File: src/rtl/snx_mem_arbiter.sv
// snx_mem_arbiter: shares the single-port SNX data RAM between r0 (CPU data
// port) and r1 (loader/DMA/debug port). Commands are registered one cycle
// after the handshake; read data returns two cycles after it, steered to its
// owner by a tagged valid pipeline.
// Optional build macro SNX_ARB_PRIO_EN: fixed priority to r0 with an
// anti-starvation counter for r1. Without it, arbitration is round-robin.
module snx_mem_arbiter #(
  parameter int AW           = 16,
  parameter int DW           = 16,
  parameter int STARVE_LIMIT = 4
) (
  input  logic          m_clock,
  input  logic          p_reset,
  input  logic          r0_req,
  input  logic          r0_write,
  input  logic [AW-1:0] r0_addr,
  input  logic [DW-1:0] r0_wdata,
  output logic          r0_ack,
  output logic          r0_rvalid,
  output logic [DW-1:0] r0_rdata,
  input  logic          r1_req,
  input  logic          r1_write,
  input  logic [AW-1:0] r1_addr,
  input  logic [DW-1:0] r1_wdata,
  output logic          r1_ack,
  output logic          r1_rvalid,
  output logic [DW-1:0] r1_rdata,
  output logic          mem_read,
  output logic          mem_write,
  output logic [AW-1:0] mem_addr,
  output logic [DW-1:0] mem_in,
  input  logic [DW-1:0] mem_out
);

  // ---- stage p0: arbitration / handshake ----
  logic          gnt0_p0;
  logic          gnt1_p0;
  logic          xfer_p0;
  logic          wr_p0;
  logic          own_p0;
  logic [AW-1:0] addr_p0;
  logic [DW-1:0] data_p0;

`ifdef SNX_ARB_PRIO_EN
  localparam int CW = $clog2(STARVE_LIMIT + 1);

  logic [CW-1:0] starve_cnt;
  logic          r1_force;

  // r0 wins whenever it asks, unless r1 has waited through STARVE_LIMIT r0 grants
  always_comb begin
    r1_force = r1_req && (starve_cnt >= CW'(STARVE_LIMIT));
    gnt0_p0  = r0_req && !r1_force;
    gnt1_p0  = r1_req && (!r0_req || r1_force);
  end

  // Count r0 grants taken while r1 is waiting; any other outcome clears it
  always_ff @(posedge m_clock) begin
    if (p_reset) begin
      starve_cnt <= '0;
    end else if (r0_ack && r1_req) begin
      starve_cnt <= starve_cnt + CW'(1);
    end else begin
      starve_cnt <= '0;
    end
  end
`else
  // 1 means r1 took the most recent transfer, so r0 wins the next tie
  logic last_grant;

  // On a tie, grant the requester that did not win last time
  always_comb begin
    gnt0_p0 = r0_req && (!r1_req || last_grant);
    gnt1_p0 = r1_req && (!r0_req || !last_grant);
  end

  // Remember the winner of every completed handshake
  always_ff @(posedge m_clock) begin
    if (p_reset) begin
      last_grant <= 1'b1;
    end else if (r0_ack) begin
      last_grant <= 1'b0;
    end else if (r1_ack) begin
      last_grant <= 1'b1;
    end
  end
`endif

  // Gate grants with reset and mux the winning command toward the issue stage
  always_comb begin
    r0_ack  = gnt0_p0 && !p_reset;
    r1_ack  = gnt1_p0 && !p_reset;
    xfer_p0 = r0_ack || r1_ack;
    own_p0  = r1_ack;
    wr_p0   = r1_ack ? r1_write : r0_write;
    addr_p0 = r1_ack ? r1_addr  : r0_addr;
    data_p0 = r1_ack ? r1_wdata : r0_wdata;
  end

  // ---- stage p1: registered RAM command ----
  logic          rd_vld_p1;
  logic          wr_vld_p1;
  logic          own_p1;
  logic [AW-1:0] addr_p1;
  logic [DW-1:0] data_p1;

  // Register the winner's command; address/data hold when nothing transfers
  always_ff @(posedge m_clock) begin
    if (p_reset) begin
      rd_vld_p1 <= 1'b0;
      wr_vld_p1 <= 1'b0;
      own_p1    <= 1'b0;
      addr_p1   <= '0;
      data_p1   <= '0;
    end else begin
      rd_vld_p1 <= xfer_p0 && !wr_p0;
      wr_vld_p1 <= xfer_p0 && wr_p0;
      if (xfer_p0) begin
        own_p1  <= own_p0;
        addr_p1 <= addr_p0;
        data_p1 <= data_p0;
      end
    end
  end

  assign mem_read  = rd_vld_p1;
  assign mem_write = wr_vld_p1;
  assign mem_addr  = addr_p1;
  assign mem_in    = data_p1;

  // ---- stage p2: read return, RAM output valid this cycle ----
  logic vld_p2;
  logic own_p2;

  // Carry the read tag alongside the RAM latency; reset drops reads in flight
  always_ff @(posedge m_clock) begin
    if (p_reset) begin
      vld_p2 <= 1'b0;
      own_p2 <= 1'b0;
    end else begin
      vld_p2 <= rd_vld_p1;
      own_p2 <= own_p1;
    end
  end

  assign r0_rvalid = vld_p2 && !own_p2;
  assign r1_rvalid = vld_p2 && own_p2;
  assign r0_rdata  = mem_out;
  assign r1_rdata  = mem_out;

endmodule
File: config.mk
export PLATFORM = sky130hd
export DESIGN_NAME = snx_mem_arbiter
export DESIGN_NICKNAME = d
export VERILOG_FILES = /design/src/rtl/snx_mem_arbiter.sv
export SDC_FILE = /design/constraint.sdc
export NUM_CORES = 1
export LEC_CHECK = 0
export ABC_AREA = 1
export CAP_MARGIN = 20
export CORE_UTILIZATION = 34
export CTS_BUF_LIST = sky130_fd_sc_hd__clkbuf_2
export DETAILED_ROUTE_END_ITERATION = 12
export PLACE_DENSITY = 0.86
export RECOVER_POWER = 100
export SLEW_MARGIN = 5
export SYNTH_ARGS = -nofsm -noshare
export SYNTH_HDL_FRONTEND = slang
export SYNTH_SLANG_ARGS = --single-unit
File: constraint.sdc
create_clock -name m_clock -period 1.05 [get_ports m_clock]
set_input_delay 0.2625 -clock m_clock [delete_from_list [all_inputs] [get_ports m_clock]]
set_output_delay 0.2625 -clock m_clock [all_outputs]
set_load 0.005 [all_outputs]
; ---- Word-level counts from Yosys, hierarchy flattened
; Index checks and enable logic that the tools add are counted.
[word_totals]
register_bits = 38
out_inout_bits = 70
wordCells = 31
inputBits = 86
[op_classes]
mux = 5
reduce_logical = 18
[op_table]
columns = cell, count
row1 = 2-to-1 mux 16 bit, 2
row2 = logical AND 1 bit, 8
row3 = logical NOT 1 bit, 6
row4 = logical OR 1 bit, 3
row5 = 2-to-1 mux 1 bit, 3
row6 = nonzero test 2 bit, 1

; ---- Depth between registers and ports, before layout
; Gate-level depths: netlist of run 1.
[logic_depth]
depth_word = 7
ltp_mapped = 8

; ---- Worst setup path after synthesis of run 1
; OpenSTA, ideal clock, no wires.
[synth_timing]
kind = in2reg
from = input r1_req
to = register data_p1[0], in the netlist mem_in[0]
cell_stages = 8
path_buffers = 2
setup_ns = 0.111
arrival_time_ns = 1.012
setup_slack_ns = -0.073
cell_sequence = buf_4 nand2_1 nand3_2 nand2_1 inv_2 buf_4 nor2_1 nor2_1
[synth_via]
elab_chain_len = 5
[synth_rtl]
columns = item, line
row1 = from (decl), 21  ; input logic r1_req,
row2 = logical NOT 1 bit, 73  ; gnt0_p0 = r0_req && (!r1_req || last_grant);
row3 = logical OR 1 bit, 73
row4 = logical AND 1 bit, 73
row5 = logical AND 1 bit, 91  ; r0_ack = gnt0_p0 && !p_reset;
row6 = logical OR 1 bit, 93  ; xfer_p0 = r0_ack || r1_ack;
row7 = to (signal assigned), 121  ; data_p1 <= data_p0;
row8 = to (decl), 105  ; logic [DW-1:0] data_p1;
; Several ways; a longest one is shown, not always the timed one.
; A chain may end at the register's enable or synchronous reset.

; ---- Worst setup path in the final report of run 1
[layout_timing]
from = input p_reset
to = output r1_ack
[layout_via]
elab_chain_len = 2
[layout_rtl]
columns = item, line
row1 = from (decl), 13  ; input logic p_reset,
row2 = logical NOT 1 bit, 92  ; r1_ack = gnt1_p0 && !p_reset;
row3 = logical AND 1 bit, 92
row4 = to (decl), 25  ; output logic r1_ack,
; No other way between the ends.

==> results of run 1 <==
## cells in the final DEF (no fill, tap or decap), types with 2 or more instances in the layout
cell / synthesis / layout
nand2_1: 102 / 100
clkdlybuf4s50_1: 0 / 67
inv_1: 39 / 36
dfxtp_2: 0 / 36
nor2_1: 69 / 35
nand3_1: 32 / 32
nand4_1: 32 / 32
buf_6: 4 / 23
nor2_2: 0 / 22
buf_2: 10 / 21
nor2_4: 0 / 12
buf_4: 38 / 8
clkbuf_2: 0 / 5
buf_12: 0 / 5
nand2_4: 0 / 3
inv_2: 2 / 3
clkbuf_16: 0 / 3
buf_8: 0 / 3
nand3_4: 0 / 2
clkinv_2: 0 / 2
dfxtp_1: 38 / 2
## per-stage QoR
stage,TNS (ps),hold slack (ps),instances
after floorplan,-189,334,379
after global routing,-22140,385,542
after global placement,-27780,407,523
after CTS,-17080,410,536
final,-17390,448,542
after detailed placement,-29170,414,523
## power by group through the flow
stage / Clock, mW / Combinational [mW] / Sequential [mW]
3_5_place_dp: 0 / 1.22 / 1.67
2_1_floorplan: 0 / 0.668 / 1.68
5_1_grt: 1.02 / 1.55 / 1.69
3_3_place_gp: 0 / 1.19 / 1.67
4_1_cts: 0.943 / 1.21 / 1.67
6_report: 0.914 / 1.42 / 1.68
## worst paths after layout
check,to,slack [ps],depth (start not counted)
worst min register to register,vld_p2$_SDFF_PP0_,450,2
worst max-delay path,r1_ack,-480,5
worst max register to register,mem_addr[8]$_SDFFE_PP0P_,-420,11
worst min-delay path,mem_write$_SDFF_PP0_,450,3
## critical path: stages
cell	delay, ps
dlygate4sd3_1	570
inv_2	140
nand3_4	100
inv_2	80
buf_2	100
## timing repair
item / CTS / global route
setup endpoints to repair: 73 / 74
pin swaps: 4 / 6
gates resized for setup: 219 / 56
buffers inserted: 4 / 3
cloned: 1 / 4
## routing by layer
metal,GRT usage (%),up-vias,wire [µm]
met5,0,-,0
met4,4.85,0,65
met3,4.09,12,345
met2,34.8,82,3710
met1,18.4,1145,2850
li1,-,1317,-
## cell families (layout without fill, tap and decap cells)
group	Yosys count	in the layout	synth area share (%)
flops	38	38	32.1
compound gates	3	3	0.740
buf+inv	100	183	23.7
simple gates	238	238	43.4
## flip-flops by register name, summed over array words and instances, names as in the netlist
signal and count:
mem_addr 16, mem_in 16, last_grant 1, mem_read 1, mem_write 1, own_p1 1, own_p2 1, vld_p2 1
## cell type report
| class | count | area [µm²] | share of cell area [%] |
|---|---|---|---|
| Multi-Input combinational cell | 241 | 1240 | 33.2 |
| Timing Repair Buffer | 134 | 1370 | 36.5 |
| Clock inverter | 3 | 40.0 | 1.07 |
| Inverter | 41 | 164 | 4.38 |
| Clock buffer | 5 | 25.0 | 0.669 |
| Tap cell | 80 | 100 | 2.68 |
| Sequential cell | 38 | 806 | 21.5 |
==> flow_summary.yaml, run 1 <==
timing:
  min_period_ps: 1530
  maxClockFrequency_mhz: 654
  worstMarginPinSlew_ps: 326
  hold_viol: 0
  relSlewSlack_pct: 78.3
  setup_violations: 74
  skew_ps: 14.4
  post-route-period-util_pct: 146
  drv_slew: 0
  rsz0062_at_grt: "yes"
  layout_setup_ws_ps: -479
power:
  p_comb_share_pct: 35.4
  p_int_mw: 2.77
  p_total_mw: 4.01
  cellPowerDensity_nw_per_um2: 1070
  peakVddDrop_mv: 0.594
  p_leak_nw: 1.82
  switching_share_pct: 30.9
  clockPowerShare_pct: 22.8
  pwr-share-seq_pct: 41.8
  p_sw_mw: 1.24
global_routing:
  overflow: 0
  grt_pass1_vias: 2394
  grt_max_degree: 34
  grtUsageTotal_pct: 17.6
  antenna_found_initial: 0
  grt_first_pass_wirelength_um: 10400
clock_network:
  numCtsBuffers: 5
  ctsHtreeMaxLevel: 2
  clkTransAtPathRegs_ps: 210
  ctsRootBufferMaster: "clkbuf_2"
  clk_path_buf_depth: 2
  clkSinkCount: 38
  hold_buffers: 0
  clock_latency_ps: 390
  cts_tree: "built"
logic_synthesis:
  synthTopCellsByArea: "dfxtp_1 (32%), nand2_1 (16%), buf_4 (12%)"
  syn_inst: 379
  yosysUniqueCellTypes: 15
  synth_top_area_share_pct: 32.1
  ys_seq_area_share_pct: 32.1
  yosys-top-cells-count: "nand2_1 (102), nor2_1 (69), inv_1 (39), buf_4 (38), dfxtp_1 (38)"
  synth-async-reset-ratio_pct: 0
  synth_area_per_cell_um2: 6.25
  synth_edf_count: 0
  synthMostInstantiatedCell: "nand2_1"
  yosys_warnings: 0
  syn_nets: 465
  ys.flop_type: "dfxtp_1"
  ys_seq_elements: 38
  synth_area_leader_cell: "dfxtp_1"
  syn_area_um2: 2370
final_layout:
  final_cell_area_um2: 3740
  final_nets: 547
  antenna_cells: 0
  fillerInstances: 634
  drive_gt1_share_pct: 33.3
  utilization_pct: 55.4
  area_growth_pct: 58.0
detailed_routing:
  wl_per_cell_um: 12.9
  viasPerCell: 4.72
  vias: 2556
  drc: 0
  drt_iter0_markers: 86
  wl_um: 6970
  drtPass1Iterations: 6
  ant_nets: 0
floorplan:
  core_um2: 6760
  die_area_um2: 7300
  die_w_um: 85.4
  fp.dieH_um: 85.4
  num_io_pins: 156
  initial_core_util_pct: 35.0
  rows: 30
worst_setup_path:
  critical_path_arrival_ps: 1270
  setup.worst_path.start: "p_reset"
  setup.worst_path.start_class: "primary input"
  crit_required_ps: 790
  worstPathMaxFanout: 4
  end_kind: "primary output"
  rr_startpoint: "last_grant$_SDFFE_PP1P_"
  path_class: "primary input to primary output"
placement:
  placed_cell_area_um2: 3340
  io_buffers: 107
  post-place-ws_ps: -840
  gp_congestion: 0.759
  hpwl_um: 4590
flow_run:
  max_cap_violations: 0
min_path:
  worstHoldStart: "r1_write"
  hold_path_class: "primary input to flip-flop"
run_status:
  violations: "negative setup slack"
  status: "finished, violations left"
No activity file was read; power rests on OpenSTA's default activity.
==> run 2, diff against run 1 <==
--- a/config.mk
+++ b/config.mk
@@ -7,10 +7,10 @@
 export LEC_CHECK = 0
 export ABC_AREA = 1
 export CAP_MARGIN = 20
-export CORE_UTILIZATION = 34
+export CORE_UTILIZATION = 40
 export CTS_BUF_LIST = sky130_fd_sc_hd__clkbuf_2
 export DETAILED_ROUTE_END_ITERATION = 12
-export PLACE_DENSITY = 0.86
+export PLACE_DENSITY = 0.94
 export RECOVER_POWER = 100
 export SLEW_MARGIN = 5
 export SYNTH_ARGS = -nofsm -noshare
==> constraint.sdc (replaced) <==
create_clock -name m_clock -period 2 [get_ports m_clock]
set_input_delay 0.5 -clock m_clock [delete_from_list [all_inputs] [get_ports m_clock]]
set_output_delay 0.5 -clock m_clock [all_outputs]
set_load 0.005 [all_outputs]
==> flow_summary.yaml, run 2 (same netlist as run 1, synthesis figures left out) <==
run_status:
  status: "complete, no violations"
floorplan:
  initial_core_util_pct: 42.2
  rows: 27
  die_w_um: 78.9
  num_io_pins: 156
  core_um2: 5610
  fp.dieH_um: 78.9
  die_area_um2: 6230
worst_setup_path:
  setup.worst_path.start_class: "flip-flop"
  critical_path_arrival_ps: 1380
  worstRegToRegCells: 9
  path_buf_inv: 2
  cpMaxStageDelayCell: "clkdlybuf4s50_1"
  end_kind: "primary output"
  r2r-end: "mem_in[2]$_SDFFE_PP0P_"
  cp_slowest_stage_delay_ps: 500
  rr_startpoint: "last_grant$_SDFFE_PP1P_"
  path_class: "flip-flop to primary output"
  worstPathMaxFanout: 2
  worstPathCellList: "inv_1, nor2_1, clkdlybuf4s50_1"
  crit_family: "buffers and inverters"
  crit_required_ps: 1500
  rrSetupSlack_ps: 200
clock_network:
  hold_buffers: 0
  numCtsBuffers: 5
  clkTransAtPathRegs_ps: 190
  ctsHtreeMaxLevel: 2
  clock_latency_ps: 370
  ctsRootBufferMaster: "clkbuf_2"
  cts_tree: "built"
  clkSinkCount: 38
  clk_path_buf_depth: 2
global_routing:
  grt_most_used_layer: "met2"
  antenna_found_initial: 0
  use_met1_pct: 18.9
  overflow: 0
  use_met2_pct: 38.9
  grt_max_degree: 38
  grt_util_met3_pct: 7.13
  grt_first_pass_wirelength_um: 9960
  grtUsageTotal_pct: 20.0
  grt_pass1_vias: 2386
final_layout:
  area_growth_pct: 38.3
  antenna_cells: 0
  final_common_cell: "nand2_1"
  utilization_pct: 58.4
  drive_gt1_share_pct: 5.12
  fillerInstances: 543
  most-common-layout-cells: "nand2_1 (102), nor2_1 (69), clkdlybuf4s50_1 (68)"
  final_nets: 534
detailed_routing:
  wl_per_cell_um: 11.8
  drc: 0
  viasPerCell: 4.81
  vias: 2508
  wl_um: 6140
  drtPass1Iterations: 6
  drt_iter0_markers: 111
  ant_nets: 0
timing:
  worstMarginPinSlew_ps: 696
  rsz0062_at_grt: "no"
  setup_violations: 0
  setup_tns_ps: 0
  drv_slew: 0
  layout_setup_ws_ps: 120
  hold_viol: 0
  post-route-period-util_pct: 94.0
  maxClockFrequency_mhz: 532
  relSlewSlack_pct: 53.6
  min_period_ps: 1880
  skew_ps: 14.8
power:
  peakVddDrop_mv: 0.285
  cellPowerDensity_nw_per_um2: 544
  p_total_mw: 1.78
  p_leak_nw: 1.67
placement:
  hpwl_um: 4470
  gp_congestion: 0.734
  post-place-ws_ps: -294
  io_buffers: 107
min_path:
  hold_depth: 3
  hold_path_class: "primary input to flip-flop"
  worstHoldStart: "p_reset"
  min_to: "own_p2$_SDFF_PP0_"
flow_run:
  max_cap_violations: 0
[run 2: changes by cell type in the layout (fill, tap and decap cells not counted), moves of 4 or more]
| cell | change |
|---|---|
| nor2_1 | +34 |
| dfxtp_1 | +36 |
| buf_2 | -21 |
| inv_1 | +4 |
| buf_6 | -23 |
| dfxtp_2 | -36 |
| dlygate4sd3_1 | +33 |
| nor2_2 | -22 |
| nor2_4 | -12 |
[run 2: power by group]
part / leakage [nW] / total (mW) / switching (mW) / internal [mW]
clock: 0.0304 / 0.333 / 0.247 / 0.0861
sequential: 0.315 / 0.857 / 0.0303 / 0.827
combinational: 1.33 / 0.590 / 0.265 / 0.324
total: 1.67 / 1.78 / 0.543 / 1.24
[run 2: worst max path at each step]
stage / end / slack [ps] / cells after the start / from
3_3_place_gp: mem_read$_SDFF_PP0_ / -240 / 8 / r0_req
6_report: r0_rvalid / 120 / 3 / vld_p2$_SDFF_PP0_
3_5_place_dp: mem_addr[6]$_SDFFE_PP0P_ / -290 / 8 / r0_req
2_1_floorplan: r0_ack / 410 / 5 / r1_req
4_1_cts: r1_ack / 30 / 5 / p_reset
5_1_grt: mem_in[10]$_SDFFE_PP0P_ / 10 / 9 / last_grant$_SDFFE_PP1P_
[run 2: metal layers]
metal / vias up / routed length (µm)
met4: 0 / 126
met1: 1120 / 2350
met2: 97 / 3180
met3: 12 / 484
met5: - / 0
li1: 1279 / -
[run 2: stage by stage]
| stage | hold WS, ps | std cells | instance area, µm² |
|---|---|---|---|
| after floorplan | 403 | 379 | 2370 |
| after global placement | 407 | 511 | 3240 |
| after detailed placement | 416 | 511 | 3240 |
| after CTS | 439 | 521 | 3290 |
| after global routing | 408 | 521 | 3270 |
| final | 429 | 521 | 3270 |
[run 2: layout make-up]
| class | count | area, µm² | area share, % |
|---|---|---|---|
| Clock buffer | 6 | 30.0 | 0.917 |
| Timing Repair Buffer | 121 | 1190 | 36.5 |
| Sequential cell | 38 | 761 | 23.2 |
| Inverter | 41 | 154 | 4.70 |
| Multi-Input combinational cell | 241 | 1040 | 31.7 |
| Tap cell | 72 | 90.1 | 2.75 |
| Clock inverter | 2 | 8.76 | 0.268 |
[run 2: worst register-to-register path, delay by kind of cell (launching register included)]
kind,cells,cell delay [ps]
simple gates,5,400
buf+inv,4,980
flops,1,360
[run 2: what timing repair did]
action,in CTS,in global routing
gates resized for setup,4,1
setup buffers,2,0
endpoints found under the setup margin,2,1
